--- src/rtl/druaga_rom_loader_if.sv ---
// HPS download stream: byte strobe, address and data toward the loader,
// with a back-pressure wait returned to the source.
interface druaga_rom_loader_if;
  logic        DL_ACTIVE;
  logic        DL_WR;
  logic [24:0] DL_ADDR;
  logic [7:0]  DL_DATA;
  logic        DL_WAIT;

  modport master (output DL_ACTIVE, DL_WR, DL_ADDR, DL_DATA, input DL_WAIT);
  modport slave  (input DL_ACTIVE, DL_WR, DL_ADDR, DL_DATA, output DL_WAIT);
endinterface

--- src/rtl/druaga_rom_loader.sv ---
// Buffers the HPS ROM download stream and paces it onto the DLROM write bus,
// holding the game core in reset until the download has fully drained.
module druaga_rom_loader #(
  parameter int          FIFO_AW    = 2,
  parameter int          WR_GAP     = 2,
  parameter int          TAIL       = 16,
  parameter logic [24:0] MODEL_ADDR = 25'h0020000
) (
  input  logic                      MCLK,
  input  logic                      RESET,
  druaga_rom_loader_if.slave        dl,
  output logic                      ROMCL,
  output logic [16:0]               ROMAD,
  output logic [7:0]                ROMDT,
  output logic                      ROMEN,
  output logic [2:0]                MODEL,
  output logic                      CORE_RESET,
  output logic [15:0]               CHECKSUM,
  output logic [7:0]                DROPPED,
  output logic                      BUSY
);
  localparam int DEPTH = 1 << FIFO_AW;
  localparam int GW    = (WR_GAP < 1) ? 1 : $clog2(WR_GAP + 1);
  localparam int TW    = (TAIL < 2) ? 1 : $clog2(TAIL);
  localparam logic [GW-1:0]      GAP_RELOAD = GW'(WR_GAP);
  localparam logic [TW-1:0]      TAIL_LOAD  = TW'(TAIL - 1);
  localparam logic [FIFO_AW:0]   FULL_CNT   = (FIFO_AW + 1)'(DEPTH);

  // state | meaning
  // IDLE  | no download, core released
  // LOAD  | DL_ACTIVE high, bytes arriving
  // DRAIN | source done, FIFO and last write still finishing
  // TAIL  | hold core reset TAIL more cycles after the last write
  typedef enum logic [1:0] {S_IDLE, S_LOAD, S_DRAIN, S_TAIL} state_t;
  state_t state, state_nxt;

  logic [24:0]        mem [DEPTH];
  logic [FIFO_AW-1:0] wr_ptr, rd_ptr;
  logic [FIFO_AW:0]   count, count_nxt;
  logic [GW-1:0]      gap_cnt;
  logic [TW-1:0]      tail_cnt;
  logic               dl_wait_q, act_q, busy_q;
  logic               accept, is_model, in_range, push, pop, drop, dl_rise;
  logic               clear_stats, tail_load;
  logic [24:0]        head;
  logic [15:0]        cks_base, cks_add;
  logic [7:0]         drp_base;

  assign accept   = dl.DL_ACTIVE & dl.DL_WR & ~dl_wait_q;
  assign is_model = (dl.DL_ADDR == MODEL_ADDR);
  assign in_range = (dl.DL_ADDR[24:17] == 8'h00);
  assign push     = accept & ~is_model & in_range & (count != FULL_CNT);
  assign drop     = accept & ~is_model & ~in_range;
  assign pop      = (count != '0) & (gap_cnt == '0);
  assign dl_rise  = dl.DL_ACTIVE & ~act_q;
  assign head     = mem[rd_ptr];

  assign count_nxt = count + {{FIFO_AW{1'b0}}, push} - {{FIFO_AW{1'b0}}, pop};
  assign cks_base  = clear_stats ? 16'h0000 : CHECKSUM;
  assign cks_add   = pop ? {8'h00, head[7:0]} : 16'h0000;
  assign drp_base  = clear_stats ? 8'h00 : DROPPED;

  assign dl.DL_WAIT = dl_wait_q;
  assign ROMCL      = MCLK;
  assign BUSY       = busy_q;
  // busy_q is a single flop, so the IDLE transition cannot glitch this output
  assign CORE_RESET = RESET | busy_q;

  always_comb begin
    state_nxt   = state;
    clear_stats = 1'b0;
    tail_load   = 1'b0;
    case (state)
      S_IDLE:
        if (dl_rise) begin
          state_nxt   = S_LOAD;
          clear_stats = 1'b1;
        end
      S_LOAD:
        if (!dl.DL_ACTIVE) state_nxt = S_DRAIN;
      S_DRAIN:
        if (count == '0 && gap_cnt == '0 && !ROMEN) begin
          state_nxt = S_TAIL;
          tail_load = 1'b1;
        end
      S_TAIL:
        if (dl_rise) begin
          state_nxt   = S_LOAD;
          clear_stats = 1'b1;
        end else if (tail_cnt == '0) begin
          state_nxt = S_IDLE;
        end
      default: state_nxt = S_IDLE;
    endcase
  end

  always_ff @(posedge MCLK or posedge RESET) begin
    if (RESET) state <= S_IDLE;
    else       state <= state_nxt;
  end

  always_ff @(posedge MCLK) begin
    if (push) mem[wr_ptr] <= {dl.DL_ADDR[16:0], dl.DL_DATA};
  end

  always_ff @(posedge MCLK or posedge RESET) begin
    if (RESET) begin
      wr_ptr    <= '0;
      rd_ptr    <= '0;
      count     <= '0;
      dl_wait_q <= 1'b0;
      gap_cnt   <= '0;
      tail_cnt  <= '0;
      act_q     <= 1'b0;
      busy_q    <= 1'b0;
      ROMEN     <= 1'b0;
      ROMAD     <= '0;
      ROMDT     <= '0;
      MODEL     <= '0;
      CHECKSUM  <= '0;
      DROPPED   <= '0;
    end else begin
      act_q     <= dl.DL_ACTIVE;
      busy_q    <= (state_nxt != S_IDLE);
      count     <= count_nxt;
      dl_wait_q <= (count_nxt == FULL_CNT);
      if (push) wr_ptr <= wr_ptr + FIFO_AW'(1);
      if (pop)  rd_ptr <= rd_ptr + FIFO_AW'(1);

      if (pop)                 gap_cnt <= GAP_RELOAD;
      else if (gap_cnt != '0)  gap_cnt <= gap_cnt - GW'(1);

      ROMEN <= pop;
      if (pop) begin
        ROMAD <= head[24:8];
        ROMDT <= head[7:0];
      end
      CHECKSUM <= cks_base + cks_add;
      DROPPED  <= (drop && drp_base != 8'hFF) ? drp_base + 8'd1 : drp_base;
      if (accept && is_model) MODEL <= dl.DL_DATA[2:0];

      if (tail_load)                               tail_cnt <= TAIL_LOAD;
      else if (state == S_TAIL && tail_cnt != '0)  tail_cnt <= tail_cnt - TW'(1);
    end
  end
endmodule

--- src/flat_wrapper.sv ---
// flat-port wrapper written by rule: the top's interface ports become plain ports
module druaga_rom_loader_flat 
#(
  parameter int          FIFO_AW    = 2,
  parameter int          WR_GAP     = 2,
  parameter int          TAIL       = 16,
  parameter logic [24:0] MODEL_ADDR = 25'h0020000
)
  (MCLK, RESET, ROMCL, ROMAD, ROMDT, ROMEN, MODEL, CORE_RESET, CHECKSUM, DROPPED, BUSY, dl_DL_ACTIVE, dl_DL_WR, dl_DL_ADDR, dl_DL_DATA, dl_DL_WAIT);
  druaga_rom_loader_if dl_i ();
  input  logic MCLK;
  input  logic RESET;
  output logic ROMCL;
  output logic [16:0] ROMAD;
  output logic [7:0] ROMDT;
  output logic ROMEN;
  output logic [2:0] MODEL;
  output logic CORE_RESET;
  output logic [15:0] CHECKSUM;
  output logic [7:0] DROPPED;
  output logic BUSY;
  input wire logic [$bits(dl_i.DL_ACTIVE)-1:0] dl_DL_ACTIVE;
  input wire logic [$bits(dl_i.DL_WR)-1:0] dl_DL_WR;
  input wire logic [$bits(dl_i.DL_ADDR)-1:0] dl_DL_ADDR;
  input wire logic [$bits(dl_i.DL_DATA)-1:0] dl_DL_DATA;
  output wire logic [$bits(dl_i.DL_WAIT)-1:0] dl_DL_WAIT;
  assign dl_i.DL_ACTIVE = dl_DL_ACTIVE;
  assign dl_i.DL_WR = dl_DL_WR;
  assign dl_i.DL_ADDR = dl_DL_ADDR;
  assign dl_i.DL_DATA = dl_DL_DATA;
  assign dl_DL_WAIT = dl_i.DL_WAIT;
  druaga_rom_loader #(.FIFO_AW(FIFO_AW), .WR_GAP(WR_GAP), .TAIL(TAIL), .MODEL_ADDR(MODEL_ADDR)) u_core (.MCLK(MCLK), .RESET(RESET), .dl(dl_i), .ROMCL(ROMCL), .ROMAD(ROMAD), .ROMDT(ROMDT), .ROMEN(ROMEN), .MODEL(MODEL), .CORE_RESET(CORE_RESET), .CHECKSUM(CHECKSUM), .DROPPED(DROPPED), .BUSY(BUSY));
endmodule
--- config.mk ---
export PLATFORM = sky130hd
export DESIGN_NAME = druaga_rom_loader_flat
export DESIGN_NICKNAME = d
export VERILOG_FILES = /design/src/rtl/druaga_rom_loader_if.sv /design/src/rtl/druaga_rom_loader.sv /design/src/flat_wrapper.sv
export SDC_FILE = /design/constraint.sdc
export NUM_CORES = 1
export LEC_CHECK = 0
export CAP_MARGIN = 20
export CORE_ASPECT_RATIO = 1.25
export CORE_UTILIZATION = 45
export CTS_CLUSTER_SIZE = 12
export DETAILED_ROUTE_END_ITERATION = 12
export GPL_TIMING_DRIVEN = 0
export PLACE_DENSITY = 0.74
export REMOVE_ABC_BUFFERS = 1
export SETUP_SLACK_MARGIN = 0.1
export SYNTH_ARGS = -nofsm -noshare
export SYNTH_HDL_FRONTEND = slang
export SYNTH_SLANG_ARGS = --single-unit
export TNS_END_PERCENT = 10
--- constraint.sdc ---
create_clock -name MCLK -period 3.2 [get_ports MCLK]
set_input_delay 0.32 -clock MCLK [delete_from_list [all_inputs] [get_ports MCLK]]
set_output_delay 0.32 -clock MCLK [all_outputs]
set_load 0.01 [all_outputs]
Yosys cells after proc, flatten, opt, wreduce, memory -nomap -nowiden
Memory sizes are Yosys's and may differ from the RTL's.
Index checks and enable logic that the tools add are counted.

cells by class
  $add $sub $neg = 8
  eq/ne operators = 7
  multiplexer cells = 20
  bitwise gates (word level) = 13
  reduce and logical (&&, ||, !) cells = 18

operators by type and width
  operator                number
  $eq A25 B18 Y1 const B  1
  $mux W8                 3
  $add A16 B16 Y16        1
  $mux W16                1
  $mux W2                 7
  $add A8 B1 Y8 const B   1
  $and A1 B1 Y1           8
  $logic_not A8 Y1        1
  $mux W4                 2
  $ne A8 B8 Y1 const B    1
  $pmux W2 S4             1
  $reduce_bool A2 Y1      4
  $mux W1                 6
  $logic_and A1 B1 Y1     5
  $add A2 B1 Y2 const B   2
  $eq A2 B2 Y1 const B    2
  $logic_not A2 Y1        2
  $logic_not A4 Y1        1
  $not A1 Y1              4
  $reduce_bool A4 Y1      1
  $sub A4 B1 Y4 const B   1
  $add A3 B1 Y3           1
  $eq A3 B3 Y1 const B    1
  $logic_not A3 Y1        1
  8 further kinds         8

storage, ports and cells
  register bits = 71
  memory bits (writable) = 100
  bits of input ports = 37
  word-level logic and storage cells = 82
  memories kept = 1

memories
  memory      words  width  read ports  clocked after Yosys merged registers in  wr ports  RTL line                 source
  u_core.mem  4      25     1           0                                        1         druaga_rom_loader.sv:37  logic [24:0] mem [DEPTH];

Longest topological paths before layout
  depth in word-level cells = 8
  gate-level depth with buffers = 14
  mapped depth without buffers = 13

==> flow_summary.json <==
{
  "route.antenna.remaining_nets": 0,
  "power-per-cell-area_nw_per_um2": 858,
  "critical_path_class": "reg -> reg",
  "layoutNonFillerInstCount": 847,
  "worst-endpoint-arrival_ns": 3.40,
  "fraction_of_layout_cells_with_a_size_suffix_above_1_pct": 16.2,
  "power_switching_share_pct": 30.5,
  "seq_area_um2": 4780,
  "synth_common_cells": "sky130_fd_sc_hd__edfxtp_1 (100), sky130_fd_sc_hd__nand2_1 (79), sky130_fd_sc_hd__dfrtp_1 (71)",
  "post_synth_num_cell_types": 54,
  "initial_utilization_pct": 46.2,
  "synth_top_family_by_area": "simple AND/OR/NAND/NOR gates",
  "switching_pwr_uw": 2470,
  "worst_setup_path_start_kind": "flop",
  "post_synth_mux_area_share_pct": 9.22,
  "vias": 4566,
  "buf_inv_on_cp": 1,
  "combPwrFrac_pct": 34.2,
  "grt_start_max_net_pins": 59,
  "syn_to_final_growth_pct": 30.0,
  "seq_power_share_pct": 36.5,
  "crit_family": "simple AND/OR/NAND/NOR gates",
  "tritoncts": "yes",
  "detail_route.first_pass.iterations": 4,
  "clock_insertion_delay_worst_skew_ns": 0.54,
  "max_cap_violations": 0,
  "critical_path.most_common_cell": "sky130_fd_sc_hd__ha_1",
  "ios": 94,
  "synth_compound_area_share_pct": 5.34,
  "area_occupied_by_multi_input_gates_um2": 2370,
  "synthXorXnorAreaFrac_pct": 2.05,
  "via_count_of_the_first_global_routing_pass": 4717,
  "synth.yosys.seq_area_share_pct": 65.9,
  "postCtsHoldBufs": 0,
  "final_core_util_pct": 60.1,
  "timing.slew.headroom_pct": 50.3,
  "post-synth-top-area-fraction_pct": 41.4,
  "worst_path_max_delay_cell": "sky130_fd_sc_hd__or3b_4",
  "crit_chain": "inv_1 > ha_1 > or3b_4 > and2_1 > ha_1 > o21ai_0 > o21a_1 > or2_2 > a21oi_1 > xor2_1",
  "remaining_routing_drc_violations": 0,
  "period_share_pct": 91.8,
  "worst_pin_slew_ns": 0.743,
  "yosys.area_share.simple_pct": 11.2,
  "detailedPlacementHpwl_mm": 9.88,
  "synth_enable_flop_cells": 100,
  "synth.ff_latch_count": 171,
  "final_period_minus_worst_setup_slack_ns": 2.94,
  "gpl.final_weighted_congestion": 0.789,
  "globalRouteOverflowTotal": 0,
  "groute.usage.overall_pct": 19.7,
  "rr_worst_depth": 10,
  "postSynth.topFlopCell": "sky130_fd_sc_hd__edfxtp_1",
  "dieArea_um2": 16600,
  "violation_count_after_the_first_detailed_routing_iteration": 303,
  "setup-tns-final_ns": 0,
  "worst-endpoint-required_ns": 3.66,
  "rows": 51,
  "ys_warn_count": 0,
  "number_of_antenna_violations_at_the_first_check_in_global_routing": 0,
  "clkSlewWorstSetupHoldPaths_ns": 0.06,
  "critical_path.endpoint_type": "flop",
  "outcome": "completed",
  "detail_route.vias_per_cell": 5.39,
  "antenna-diode-count": 0,
  "synth_top_area_cell": "sky130_fd_sc_hd__edfxtp_1",
  "min-delay-path-class": "in -> async",
  "netlist_instances": 500,
  "fmaxAchievable_mhz": 340,
  "filler_cell_count": 1220,
  "drt-total-wl_mm": 15.2,
  "die_height_um": 144,
  "setup_viol_count_final": 0,
  "drt-wirelength-per-cell_um": 17.9,
  "vdd.ir_drop.worst_mv": 0.515,
  "synthesis.area_per_instance_um2": 14.5,
  "pwr-share-clk_pct": 29.2,
  "skew_ns": 0.00817,
  "post-synth-top-count-cell": "sky130_fd_sc_hd__edfxtp_1",
  "finalHoldViolCount": 0,
  "rsz_0062_raised_after_global_routing": "no",
  "crit_fanout": 9,
  "grt_pass1_wl_mm": 23.9,
  "chipWidth_um": 116,
  "worst_hold_slack_ns": 0.0596,
  "intPower_uw": 5630,
  "crit_path_max_cell_delay_ns": 0.46,
  "final-max-slew-violation-count": 0,
  "io_buffer_count": 93,
  "core_region_area_um2": 15700,
  "worst-path-stages": 10,
  "netlist_area_um2": 7260,
  "ys_top_cells_by_area": "sky130_fd_sc_hd__edfxtp_1 (41%), sky130_fd_sc_hd__dfrtp_1 (24%), sky130_fd_sc_hd__mux4_2 (7.8%)",
  "count_of_placed_standard_cells_including_taps": 797,
  "num-nets-final": 682,
  "power.leakage_uw": 0.00378,
  "synth_adder_area_share_pct": 4.17,
  "synth_async_sr_flop_share_pct": 41.5
}
state kept, by name, indices dropped and copies added (netlist names):
name               cells
u_core.mem           100
u_core.ROMAD          17
u_core.CHECKSUM       16
u_core.DROPPED         8
u_core.ROMDT           8
u_core.tail_cnt        4
u_core.MODEL           3
u_core.count           3
u_core.gap_cnt         2
u_core.rd_ptr          2
u_core.state           2
u_core.wr_ptr          2
u_core.BUSY            1
u_core.ROMEN           1
u_core.act_q           1
u_core.dl.DL_WAIT      1
routing by layer:
| layer | routed length [um] | GRT usage (%) |
|---|---|---|
| met1 | 6250 | 23.6 |
| met5 | 0 | 0 |
| met2 | 8110 | 34.0 |
| met3 | 591 | 5.20 |
| met4 | 226 | 7.38 |
worst paths after layout:
| kind | from | slack [ns] | end |
|---|---|---|---|
| worst max register to register | u_core.state[0] | 0.26 | u_core.CHECKSUM[7] |
| min in group MCLK | dl_DL_DATA[7] | 0.42 | u_core.mem[1][7] |
| max in group asynchronous | RESET | 2.57 | u_core.rd_ptr[1] |
| worst min register to register | u_core.ROMAD[9] | 0.48 | u_core.ROMAD[9] |
| worst max-delay path | u_core.state[0] | 0.26 | u_core.CHECKSUM[7] |
| worst min-delay path | RESET | 0.06 | u_core.BUSY |
power groups by stage:
stage	clock (uW)	sequential [uW]	combinational [uW]
final	2370	2960	2770
after global routing	2490	3000	3050
after CTS	2400	2980	2680
after detailed placement	31.8	3020	2570
after global placement	31.8	3110	2280
after floorplan	0	3140	1350
layout by cell type (no fill, tap or decap), drive strengths merged, types with 11 or more instances in the layout:
master / count
edfxtp: 100
clkdlybuf4s50: 93
nand2: 79
dfrtp: 71
mux4: 25
clkbuf: 23
and2: 22
ha: 21
buf: 21
inv: 19
nor2: 14
a21oi: 13
xnor2: 11
what timing repair did:
action / in CTS / in global routing
buffers inserted: 4 / 9
resized for setup: 7 / 4
setup endpoints to repair: 23 / 10
gates cloned: 1 / 1
pin swaps: 0 / 1
metrics by stage:
stage	area [um^2]	power, uW	setup WS (ns)
detailed placement	8580	5620	-0.856
global route	9440	8550	0.0954
CTS	9330	8070	0.103
global placement	8370	5420	-1.43
floorplan	7180	4490	-0.0851
finish	9440	8100	0.263
area by class of cell:
| type | instances | share of cell area [%] |
|---|---|---|
| repair inverters | 1 | 0.0530 |
| flip-flops and latches | 171 | 50.7 |
| clock inverters | 12 | 1.82 |
| well taps | 212 | 2.81 |
| inverters | 20 | 0.862 |
| repair buffers | 113 | 13.0 |
| clock buffers | 24 | 5.64 |
| multi-input cells | 294 | 25.1 |
cell families after synthesis:
logic type / Yosys count
AO/OA/AOI/OAI: 54
XOR/XNOR: 17
buffers and inverters: 36
multiplexers: 35
adder cells (fa/ha/maj): 23
AND/OR/NAND/NOR: 164
flip-flops: 171
No activity file was read; power rests on OpenSTA's default activity.
